$ cat src/rtl/instruction_fetch_unit.sv
// Fetch stage: owns the PC, boots from the BIOS ROM, then switches to main instruction memory
// on Start System, and stops for good on Hlt or when the PC runs past the end of the BIOS.
module instruction_fetch_unit #(
  parameter int                    ADDR_WIDTH   = 12,
  parameter int                    DATA_WIDTH   = 32,
  parameter int                    BIOS_DEPTH   = 37,
  parameter logic [ADDR_WIDTH-1:0] SYS_START_PC = 12'd0,
  parameter logic [5:0]            OP_START     = 6'b100111,
  parameter logic [5:0]            OP_HALT      = 6'b011100,
  parameter logic [DATA_WIDTH-1:0] NOP_WORD     = 32'h6C00_0000
) (
  input  logic                  clock,
  input  logic                  reset,
  input  logic                  stall,
  input  logic                  redirect_valid,
  input  logic [ADDR_WIDTH-1:0] redirect_target,
  output logic [ADDR_WIDTH-1:0] fetch_address,
  input  logic [DATA_WIDTH-1:0] bios_data,
  input  logic [DATA_WIDTH-1:0] imem_data,
  output logic [DATA_WIDTH-1:0] instr,
  output logic [ADDR_WIDTH-1:0] instr_pc,
  output logic                  instr_valid,
  output logic                  system_mode,
  output logic                  halted,
  output logic                  bios_overrun
);

  typedef enum logic [1:0] {
    BIOS_RUN   = 2'd0,
    SYSTEM_RUN = 2'd1,
    HALTED     = 2'd2
  } state_t;

  localparam logic [ADDR_WIDTH-1:0] BIOS_LIMIT = ADDR_WIDTH'(BIOS_DEPTH);
  localparam logic [ADDR_WIDTH-1:0] PC_ONE     = ADDR_WIDTH'(1);

  state_t                  state_r, state_s;
  logic [ADDR_WIDTH-1:0]   pc_r, pc_s;
  logic [DATA_WIDTH-1:0]   instr_r, instr_s;
  logic [ADDR_WIDTH-1:0]   instr_pc_r, instr_pc_s;
  logic                    instr_valid_r, instr_valid_s;
  logic                    system_mode_r, system_mode_s;
  logic                    halted_r, halted_s;
  logic                    bios_overrun_r, bios_overrun_s;
  logic [DATA_WIDTH-1:0]   fetch_word_s;
  logic [5:0]              opcode_s;

  assign fetch_word_s = system_mode_r ? imem_data : bios_data;
  assign opcode_s     = fetch_word_s[DATA_WIDTH-1 -: 6];

  // Next-state and next-output logic; every register holds unless a rule below changes it.
  always_comb begin
    state_s        = state_r;
    pc_s           = pc_r;
    instr_s        = instr_r;
    instr_pc_s     = instr_pc_r;
    instr_valid_s  = instr_valid_r;
    system_mode_s  = system_mode_r;
    halted_s       = halted_r;
    bios_overrun_s = bios_overrun_r;
    case (state_r)
      BIOS_RUN, SYSTEM_RUN: begin
        if (redirect_valid) begin
          // Whatever was fetched this cycle is on the wrong path, Start/Hlt included.
          pc_s          = redirect_target;
          instr_s       = NOP_WORD;
          instr_valid_s = 1'b0;
        end else if (stall) begin
          state_s = state_r;
        end else if ((state_r == BIOS_RUN) && (pc_r >= BIOS_LIMIT)) begin
          state_s        = HALTED;
          halted_s       = 1'b1;
          bios_overrun_s = 1'b1;
          instr_valid_s  = 1'b0;
        end else if ((state_r == BIOS_RUN) && (opcode_s == OP_START)) begin
          state_s       = SYSTEM_RUN;
          system_mode_s = 1'b1;
          pc_s          = SYS_START_PC;
          instr_s       = NOP_WORD;
          instr_valid_s = 1'b0;
        end else if (opcode_s == OP_HALT) begin
          state_s       = HALTED;
          halted_s      = 1'b1;
          instr_s       = fetch_word_s;
          instr_pc_s    = pc_r;
          instr_valid_s = 1'b1;
        end else begin
          instr_s       = fetch_word_s;
          instr_pc_s    = pc_r;
          instr_valid_s = 1'b1;
          pc_s          = pc_r + PC_ONE;
        end
      end
      HALTED: begin
        instr_valid_s = 1'b0;
      end
      default: begin
        // Unreachable encoding: stop fetching rather than run from an unknown state.
        state_s       = HALTED;
        halted_s      = 1'b1;
        instr_valid_s = 1'b0;
      end
    endcase
  end

  // State and output registers with synchronous reset.
  always_ff @(posedge clock) begin
    if (reset) begin
      state_r        <= BIOS_RUN;
      pc_r           <= '0;
      instr_r        <= NOP_WORD;
      instr_pc_r     <= '0;
      instr_valid_r  <= 1'b0;
      system_mode_r  <= 1'b0;
      halted_r       <= 1'b0;
      bios_overrun_r <= 1'b0;
    end else begin
      state_r        <= state_s;
      pc_r           <= pc_s;
      instr_r        <= instr_s;
      instr_pc_r     <= instr_pc_s;
      instr_valid_r  <= instr_valid_s;
      system_mode_r  <= system_mode_s;
      halted_r       <= halted_s;
      bios_overrun_r <= bios_overrun_s;
    end
  end

  assign fetch_address = pc_r;
  assign instr         = instr_r;
  assign instr_pc      = instr_pc_r;
  assign instr_valid   = instr_valid_r;
  assign system_mode   = system_mode_r;
  assign halted        = halted_r;
  assign bios_overrun  = bios_overrun_r;

endmodule
$ cat config.mk
export PLATFORM = sky130hd
export DESIGN_NAME = instruction_fetch_unit
export DESIGN_NICKNAME = d
export VERILOG_FILES = /design/src/rtl/instruction_fetch_unit.sv
export SDC_FILE = /design/constraint.sdc
export NUM_CORES = 1
export LEC_CHECK = 0
export BUFFER_PORTS_ARGS = -buffer_cell sky130_fd_sc_hd__buf_2
export CELL_PAD_IN_SITES_DETAIL_PLACEMENT = 0
export CELL_PAD_IN_SITES_GLOBAL_PLACEMENT = 1
export CORE_MARGIN = 4
export CORE_UTILIZATION = 30
export DETAILED_ROUTE_END_ITERATION = 8
export GPL_TIMING_DRIVEN = 0
export HOLD_SLACK_MARGIN = 0.1
export PLACE_DENSITY_LB_ADDON = 0.25
export SLEW_MARGIN = 20
export SYNTH_ARGS = -nofsm -noshare
export SYNTH_HDL_FRONTEND = slang
export SYNTH_SLANG_ARGS = --single-unit
$ cat constraint.sdc
create_clock -name clock -period 2 [get_ports clock]
set_input_delay 0.4 -clock clock [delete_from_list [all_inputs] [get_ports clock]]
set_output_delay 0.4 -clock clock [all_outputs]
set_load 0.005 [all_outputs]
## Word-level counts from Yosys, hierarchy flattened

Index checks and enable logic that the tools add are counted.

- Logic and storage cells: 64
- Register bits after elaboration: 62
- Memory bits (read-only): 0
- Output and inout port bits: 60
- RAM bits: 0
- Bits in latches: 0
- Input bits: 80
- Memories kept: 0

- Multipliers: 0
- Add/sub/neg operators: 1
- Shift operators: 0
- Equality and inequality tests: 12
- Bitwise gates (word level): 6
- Reduce and logical (&&, ||, !) cells: 12
- Multiplexer cells: 24
- Divide/modulo/power cells: 0
- Order comparisons: 1

Operator list:

| kind | number |
|---|---|
| 32-bit two-way mux | 5 |
| 12-bit two-way mux | 5 |
| 5-bit AND reduction | 3 |
| 12-bit by 1-bit adder with 12-bit output (second input constant) | 1 |
| 12-bit by 6-bit >= comparator with 1-bit output (second input constant) | 1 |
| 4-bit AND reduction | 3 |
| 2-bit two-way mux | 5 |
| 3-bit != test (second input constant) | 3 |
| 1-bit two-way mux | 7 |
| 6-bit by 5-bit == test with 1-bit output (second input constant) | 1 |
| 6-bit == test (second input constant) | 1 |
| 2-bit != test (second input constant) | 3 |
| 1-bit NOT | 6 |
| 4-bit != test (second input constant) | 1 |
| 2-bit one-hot mux with 2 select lines | 1 |
| 3-bit AND reduction | 1 |
| 3-bit OR reduction | 1 |
| 2-bit by 1-bit == test with 1-bit output (second input constant) | 1 |
| 2-bit == test (second input constant) | 1 |
| 1-bit logical AND | 2 |
| 2-bit logical NOT | 1 |
| 2-bit by 1-bit != test with 1-bit output (second input constant) | 1 |
| 1-bit one-hot mux with 2 select lines | 1 |
| 2-bit OR reduction | 1 |

## Longest topological paths before layout

Gate-level depths: netlist (run 1).

- Depth after elaboration: 8
- Mapped depth: 10
- Gate-level depth less buffers: 8

## Least setup slack after synthesis (run 1)

No wires, ideal clock.

- Path kind: register to register
- Start: reg pc_r[0], in the netlist fetch_address[0]
- End: reg instr_r[18], in the netlist instr[18]
- Data required time: 1.935 ns
- Arrival: 2.189 ns
- Buffers on the path: 2
- Path slack: -0.254 ns
- Cell stages (with the launch flop): 11
- Clock period less this slack: 2.254 ns
- Cell sequence: dfxtp_1 > inv_1 > ha_1 > nand2b_1 > a31oi_1 > and2_1 > o31ai_1 > buf_2 > clkbuf_1 > a22oi_1 > nor2_1

- Longest elaborated chain between the ends: 4

RTL lines:

| item | line | text |
|---|---|---|
| from (decl) | 38 | `logic [ADDR_WIDTH-1:0] pc_r, pc_s;` |
| from (signal assigned) | 119 | `pc_r <= pc_s;` |
| 12-bit by 6-bit >= comparator with 1-bit output | 70 | `end else if ((state_r == BIOS_RUN) && (pc_r >= BIOS_LIMIT)) begin` |
| 1-bit logical AND | 70 |  |
| 2-bit != test (no line) | -- |  |
| 3-bit AND reduction (no line) | -- |  |
| to (signal assigned) | 120 | `instr_r <= instr_s;` |
| to (decl) | 39 | `logic [DATA_WIDTH-1:0] instr_r, instr_s;` |

No other way between the ends.
A chain may end at the register's enable or synchronous reset.

## Final worst setup path (run 1)

- Start: reg pc_r[7], in the netlist fetch_address[7]
- End: reg pc_r[10], in the netlist fetch_address[10]

- Longest elaborated chain between the ends: 6
- Elaborated cells on any way between the ends: 10
- Classes of those cells: add/sub: 1; order compare: 1; eq/ne: 1; mux: 5; reduce/logical: 2

RTL lines:

| item | line | text |
|---|---|---|
| 12-bit by 1-bit adder with 12-bit output | 91 | `pc_s = pc_r + PC_ONE;` |
| 12-bit two-way mux | 81 | `end else if (opcode_s == OP_HALT) begin` |
| 12-bit two-way mux | 75 | `end else if ((state_r == BIOS_RUN) && (opcode_s == OP_START)) begin` |
| 12-bit two-way mux | 70 |  |
| 12-bit two-way mux | 68 | `end else if (stall) begin` |
| 12-bit two-way mux | 63 | `if (redirect_valid) begin` |

Parallel ways exist; a longest one is shown, timed or not. The select of a mux whose other input is x is not followed.

==> results of run 1 <==
[power breakdown]
group | internal (mW) | switching [mW]
sequential | 1.32 | 0.0762
combinational | 0.698 | 0.612
clock | 0.707 | 0.558
total | 2.73 | 1.25
[layout make-up]
class	instances	area, um2	share of cell area [%]
Buffer	28	248	4.84
Tap cell	133	166	3.25
Multi-Input combinational cell	253	2070	40.6
Timing Repair Buffer	173	1120	21.9
Inverter	7	26.3	0.514
Sequential cell	62	1260	24.6
Clock buffer	9	124	2.42
Clock inverter	7	96.3	1.88
[logic make-up (layout without fill, tap and decap cells)]
| group | after synthesis | in the layout | share of synthesized area, % |
|---|---|---|---|
| multiplexers | 32 | 32 | 11.6 |
| XOR/XNOR | 3 | 3 | 0.860 |
| adder cells (fa/ha/maj) | 3 | 3 | 1.23 |
| AO/OA/AOI/OAI | 102 | 102 | 24.2 |
| AND/OR/NAND/NOR | 113 | 113 | 16.7 |
| buffers and inverters | 36 | 224 | 4.71 |
| flip-flops | 62 | 62 | 40.6 |
[registers in the layout, indices dropped and copies added, names as in the netlist]
signal	flops
bios_overrun	1
fetch_address	12
halted	1
instr	32
instr_pc	12
instr_valid	1
state_r	2
system_mode	1
[synthesized netlist by cell type (6+ instances only)]
library cell / instances
dfxtp_1: 62
nor2_1: 45
nand2_1: 30
mux2_2: 28
a22oi_1: 27
a21oi_1: 26
clkbuf_1: 20
o21ai_0: 16
nand3_1: 8
buf_2: 7
inv_1: 7
nor3_1: 7
a221oi_1: 6
nand2b_1: 6
[routing by layer]
layer / up-vias / wire, um
met1: 1624 / 4810
met3: 10 / 939
met4: 0 / 111
li1: 1647 / -
met2: 131 / 5650
met5: - / 0
[metrics by stage]
| stage | std cells | utilization, % | setup TNS [ns] |
|---|---|---|---|
| 2_1_floorplan | 351 | - | -1.34 |
| 3_3_place_gp | 621 | 40.4 | -24.94 |
| 3_5_place_dp | 621 | 40.4 | -28.23 |
| 4_1_cts | 666 | 49.4 | -12.98 |
| 5_1_grt | 672 | 51.8 | -18.82 |
| 6_report | 672 | 51.8 | -13.57 |
[tightest hold or removal path: stages]
cell	delay, ns
buf_2	0.10
nand2_1	0.09
a221oi_2	0.06
[what timing repair did]
action,4_1_cts,5_1_grt
endpoints found under the setup margin,60,60
gates cloned,8,0
hold buffers,0,0
gates resized for setup,85,55
setup buffers,22,8
pin swaps,22,26
[worst paths after layout]
path	startpoint	endpoint	slack [ns]	cells past startpoint
max reg2reg	fetch_address[7]	fetch_address[10]	-0.31	7
max	fetch_address[7]	fetch_address[10]	-0.31	7
min	redirect_target[0]	fetch_address[0]	0.35	3
min reg2reg	instr[28]	instr[28]	0.47	2
==> run_results.csv, run 1 <==
group,metric,value,unit
run_status,status,"finished, violations left",
run_status,violations,"negative setup slack",
global_route,grt_max_degree,13,
setup_path,cp_data_required_time,2.20,ns
sta,holdWs,0.351,ns
place,portBuffers,137,
clock_tree,clk_root_buffer_cell,"clkbuf_8",
sta,rsz0062_at_grt,"yes",
detailed_routing,num_vias,3412,
finish,layout-drive-gt1-share,58.4,%
clock_tree,cts_tree,"built",
sta,worst_pin_slew,0.692,ns
clock_tree,cts.sinks,62,
finish,nNetsFinal,617,
setup_path,max_stage_delay,0.54,ns
clock_tree,cts_buffers,9,
finish,final_cell_area,5110,um2
detailed_routing,postRouteAntennaNets,0,
pwr,peakVddDrop,0.396,mV
min_path,hold_class,"in2reg",
yosys,syn-cell-area,3060,um2
setup_path,cp.arrival,2.52,ns
yosys,synth_warnings,0,
global_route,overflow,0,
yosys,synth_ff_type,"dfxtp_1",
yosys,ys_types,46,
detailed_routing,drcViolationCount,0,
clock_tree,worstSkewPairLatency,0.34,ns
setup_path,path_class,"reg2reg",
finish,final.fill_count,966,
place,dpl.hpwl,7.84,mm
detailed_routing,via_per_inst,5.08,
place,place_area,3990,um2
sta,min_period,2.31,ns
global_route,grt_pass1_wl,17.4,mm
detailed_routing,drt_iter0_markers,115,
floorplan,io_pins,140,
setup_path,critPathTopFamily,"simple AND/OR/NAND/NOR gates",
setup_path,crit_fanout,5,
place,gp_congestion,0.822,
setup_path,crit_chain,"or4_4 -> nor3_4 -> a21oi_4 -> o41a_1 -> buf_6 -> a221oi_4 -> nor3_1",
setup_path,crit_path_start_kind,"flip-flop",
global_route,grt_util_met2,32.1,%
yosys,synthTopCellsByArea,"dfxtp_1 41%, mux2_2 10%, a22oi_1 6.6%, nor2_1 5.5%, a21oi_1 4.3%",
clock_tree,clock_path_buffers,2,
yosys,syn_area_per_cell,8.70,um2
flow_run,cap_violations,0,
detailed_routing,wl_per_cell,17.1,um
sta,slew_headroom,53.9,%
floorplan,die_h,109,um
clock_tree,htree_num_levels,3,
pwr,power,3.97,mW
global_route,gr-max-usage-layer,"met2",
finish,area.growth.synth_to_final,67.4,%
yosys,yosysSeqAreaShare,40.6,%
sta,setup_ws,-0.311,ns
floorplan,dieArea,11900,um2
pwr,leakagePower,2.17,nW
finish,final_cell_mix,"138 x buf_2, 56 x dfxtp_1, 43 x nor2_1, 28 x mux2_2, 27 x a22oi_2",
detailed_routing,dr.pass1.iters,4,
floorplan,core_area,9860,um2
global_route,antenna_found_initial,0,
global_route,first_global_vias,3443,
yosys,synth_edf_count,0,
yosys,synth-seq-cells,62,
setup_path,critPathSlowestCell,"or4_4",
detailed_routing,drt-total-wl,11.5,mm
yosys,syn_inst,351,
sta,fin_skew,0.0101,ns
floorplan,start_util,31.0,%
pwr,p_per_area,777,nW/um2
sta,setup_viol,58,
yosys,synthArstFlopShare,0,%
yosys,synth_top_area_cell,"dfxtp_1",
floorplan,die_w,109,um
global_route,met3_usage,4.97,%
clock_tree,path_clk_slew,0.08,ns
finish,final_common_cell,"buf_2",
sta,final_hold_viol_count,0,
yosys,synth_nets,434,
setup_path,cp-end-kind,"flip-flop",
sta,drv_slew,0,
sta,fmax,0.433,GHz
sta,post-route-period-util,116,%
yosys,synth_top_area_share,40.6,%
place,pre_cts_ws,-0.621,ns
floorplan,row_count,36,
global_route,grt.met1_usage,23.4,%
setup_path,crit_buf_inv,1,
finish,diodes,0,
global_route,track_usage,19.0,%
(Power assumes the default switching activity.)
==> inputs of run 2 (changes only) <==
Settings changed: BUFFER_PORTS_ARGS -buffer_cell sky130_fd_sc_hd__buf_2 to unset, CORE_UTILIZATION 30 to 35, DONT_BUFFER_PORTS set to 1.
==> run 2 against run 1 <==
  * The flow still finishes with violations (negative setup slack)
  * Cell area down 16%
  * Die area is 13% lower
  * Register-to-register slack lost 0.03 ns
  * Clock skew increased by 0.0024 ns
  * Clock-buffer cell count increased by 1
  * Power is 6.2% lower
  * Via count is 16% lower
  * Clock power rose by 6%
  * Fmax down 1.2%
  * First-iteration DRC count is 26% lower
  * Sequential share of layout area grew 4.7 points
  * Hold slack got worse by 0.13 ns
  * Critical endpoint unchanged
  * Largest cell class unchanged
==> run_results.csv, run 2 (same netlist as run 1, synthesis figures left out) <==
group,metric,value,unit
run_status,status,"finished, violations left",
run_status,violations,"negative setup slack",
min_path,hold_depth,2,
sta,tns,-13.26,ns
sta,drv_slew,0,
finish,largest_register_ffs,32,
pwr,power_switching,1.15,mW
clock_tree,htree_num_levels,3,
setup_path,cp.arrival,2.55,ns
sta,final_hold_viol_count,0,
sta,fin_skew,0.0125,ns
floorplan,core_area,8340,um2
sta,min_period,2.34,ns
setup_path,r2r-start,"fetch_address[7]",
clock_tree,cts_tree,"built",
finish,area.growth.synth_to_final,40.3,%
detailed_routing,drt_iter0_markers,85,
place,gp_congestion,0.769,
detailed_routing,drcViolationCount,0,
setup_path,crit_fanout,6,
pwr,clock_power_share,35.6,%
setup_path,path_class,"reg2reg",
pwr,intPower,2.58,mW
place,pre_cts_ws,-0.616,ns
sta,rsz0062_at_grt,"yes",
setup_path,max_stage_delay,0.54,ns
floorplan,dieArea,10300,um2
global_route,overflow,0,
clock_tree,clock_path_buffers,2,
finish,nNetsFinal,470,
finish,final_common_cell,"dfxtp_1",
place,place_area,3270,um2
detailed_routing,num_vias,2868,
sta,slew_headroom,56.4,%
floorplan,row_count,33,
pwr,sw_frac_of_total,30.8,%
pwr,p_per_area,869,nW/um2
floorplan,die_w,101,um
setup_path,r2r-end,"fetch_address[10]",
min_path,holdPathEnd,"fetch_address[0]",
detailed_routing,dr.pass1.iters,4,
setup_path,critPathSlowestCell,"or4_4",
global_route,track_usage,19.5,%
clock_tree,worstSkewPairLatency,0.35,ns
sta,setup_ws,-0.340,ns
place,dpl.hpwl,7.11,mm
floorplan,die_h,101,um
clock_tree,cts.sinks,62,
pwr,leakagePower,1.55,nW
pwr,power,3.72,mW
clock_tree,path_clk_slew,0.08,ns
detailed_routing,drt-total-wl,10.7,mm
detailed_routing,via_per_inst,5.77,
global_route,grt_max_degree,13,
setup_path,crit_chain,"or4_4 -> nor3_4 -> a21oi_4 -> o41a_1 -> buf_6 -> a221oi_2 -> nor3_1",
global_route,antenna_found_initial,1,
sta,post-route-period-util,117,%
global_route,grt_pass1_wl,15.5,mm
floorplan,io_pins,140,
place,portBuffers,0,
pwr,p_seq_share,38.7,%
setup_path,rr_worst_depth,7,
clock_tree,clk_root_buffer_cell,"clkbuf_8",
detailed_routing,wl_per_cell,21.5,um
floorplan,start_util,36.6,%
finish,final_cell_mix,"56 x dfxtp_1, 45 x nor2_1, 28 x mux2_2, 27 x a22oi_2, 17 x nand2_1",
detailed_routing,postRouteAntennaNets,0,
setup_path,cp-end-kind,"flip-flop",
sta,worst_pin_slew,0.654,ns
min_path,hold_class,"in2reg",
pwr,combPwrFrac,25.7,%
finish,diodes,0,
setup_path,cp_data_required_time,2.21,ns
global_route,first_global_vias,2871,
setup_path,crit_path_start_kind,"flip-flop",
clock_tree,cts_buffers,9,
finish,final.fill_count,793,
min_path,hold_start,"redirect_target[0]",
setup_path,r2r_slack,-0.34,ns
finish,final_cell_area,4290,um2
finish,seqCellArea,1260,um2
finish,layout-drive-gt1-share,42.6,%
flow_run,cap_violations,0,
sta,setup_viol,58,
clock_tree,cts_hold_buf,0,
finish,multi_input_comb_area,2080,um2
sta,fmax,0.427,GHz
pwr,peakVddDrop,0.344,mV
sta,holdWs,0.216,ns
==> run 2: changes by cell type in the layout (fill, tap and decap cells not counted), sizes merged <==
cell,delta
clkbuf,+5
buf,-151
clkinvlp,+1
inv,-2
==> run 2: final cells by class <==
class / count / share of cell area (%)
timing repair buffer: 26 / 7.50
clock inverter: 6 / 2.16
multi-input combinational: 253 / 48.6
clock buffer: 10 / 3.47
tap: 105 / 3.06
buffer: 28 / 5.28
sequential: 62 / 29.3
inverter: 7 / 0.613
==> run 2: power by group through the flow <==
| stage | combinational (mW) | sequential (mW) | clock [mW] |
|---|---|---|---|
| floorplan | 0.433 | 1.42 | 0 |
| CTS | 0.714 | 1.43 | 1.35 |
| global route | 1.02 | 1.46 | 1.40 |
| global placement | 0.550 | 1.45 | 0 |
| detailed placement | 0.555 | 1.45 | 0 |
| finish | 0.956 | 1.44 | 1.33 |
==> run 2: what timing repair did <==
item,4_1_cts,5_1_grt
pin swaps,12,25
setup endpoints to repair,60,59
buffers inserted,10,8
gates cloned,3,5
gates resized for setup,26,100
==> run 2: critical path: cells and delay by family (launching register included) <==
kind | cells | cell delay, ns
AO/OA/AOI/OAI | 3 | 0.79
flip-flops | 1 | 0.37
AND/OR/NAND/NOR | 3 | 0.87
buffers and inverters | 1 | 0.18
==> run 2: metal layers <==
metal | global-route usage, % | wire (um)
met1 | 24.7 | 4520
met2 | 30.7 | 5060
met3 | 7.09 | 965
met4 | 6.75 | 117
met5 | 0 | 13
==> run 2: worst max path at each step <==
stage	startpoint	to	slack, ns	depth (start not counted)
after CTS	fetch_address[7]	fetch_address[11]	-0.29	7
after detailed placement	fetch_address[0]	instr[10]	-0.62	9
after floorplan	fetch_address[7]	fetch_address[10]	-0.07	7
after global placement	fetch_address[0]	instr[8]	-0.59	9
final	fetch_address[7]	fetch_address[10]	-0.34	7
after global routing	fetch_address[7]	instr[2]	-0.43	9
==> run 2: per-stage QoR <==
stage                     util (%)  std cells
after floorplan                  -        351
after CTS                     44.7        484
after detailed placement      39.2        456
final                         51.4        497
after global placement        39.2        456
after global routing          51.4        497
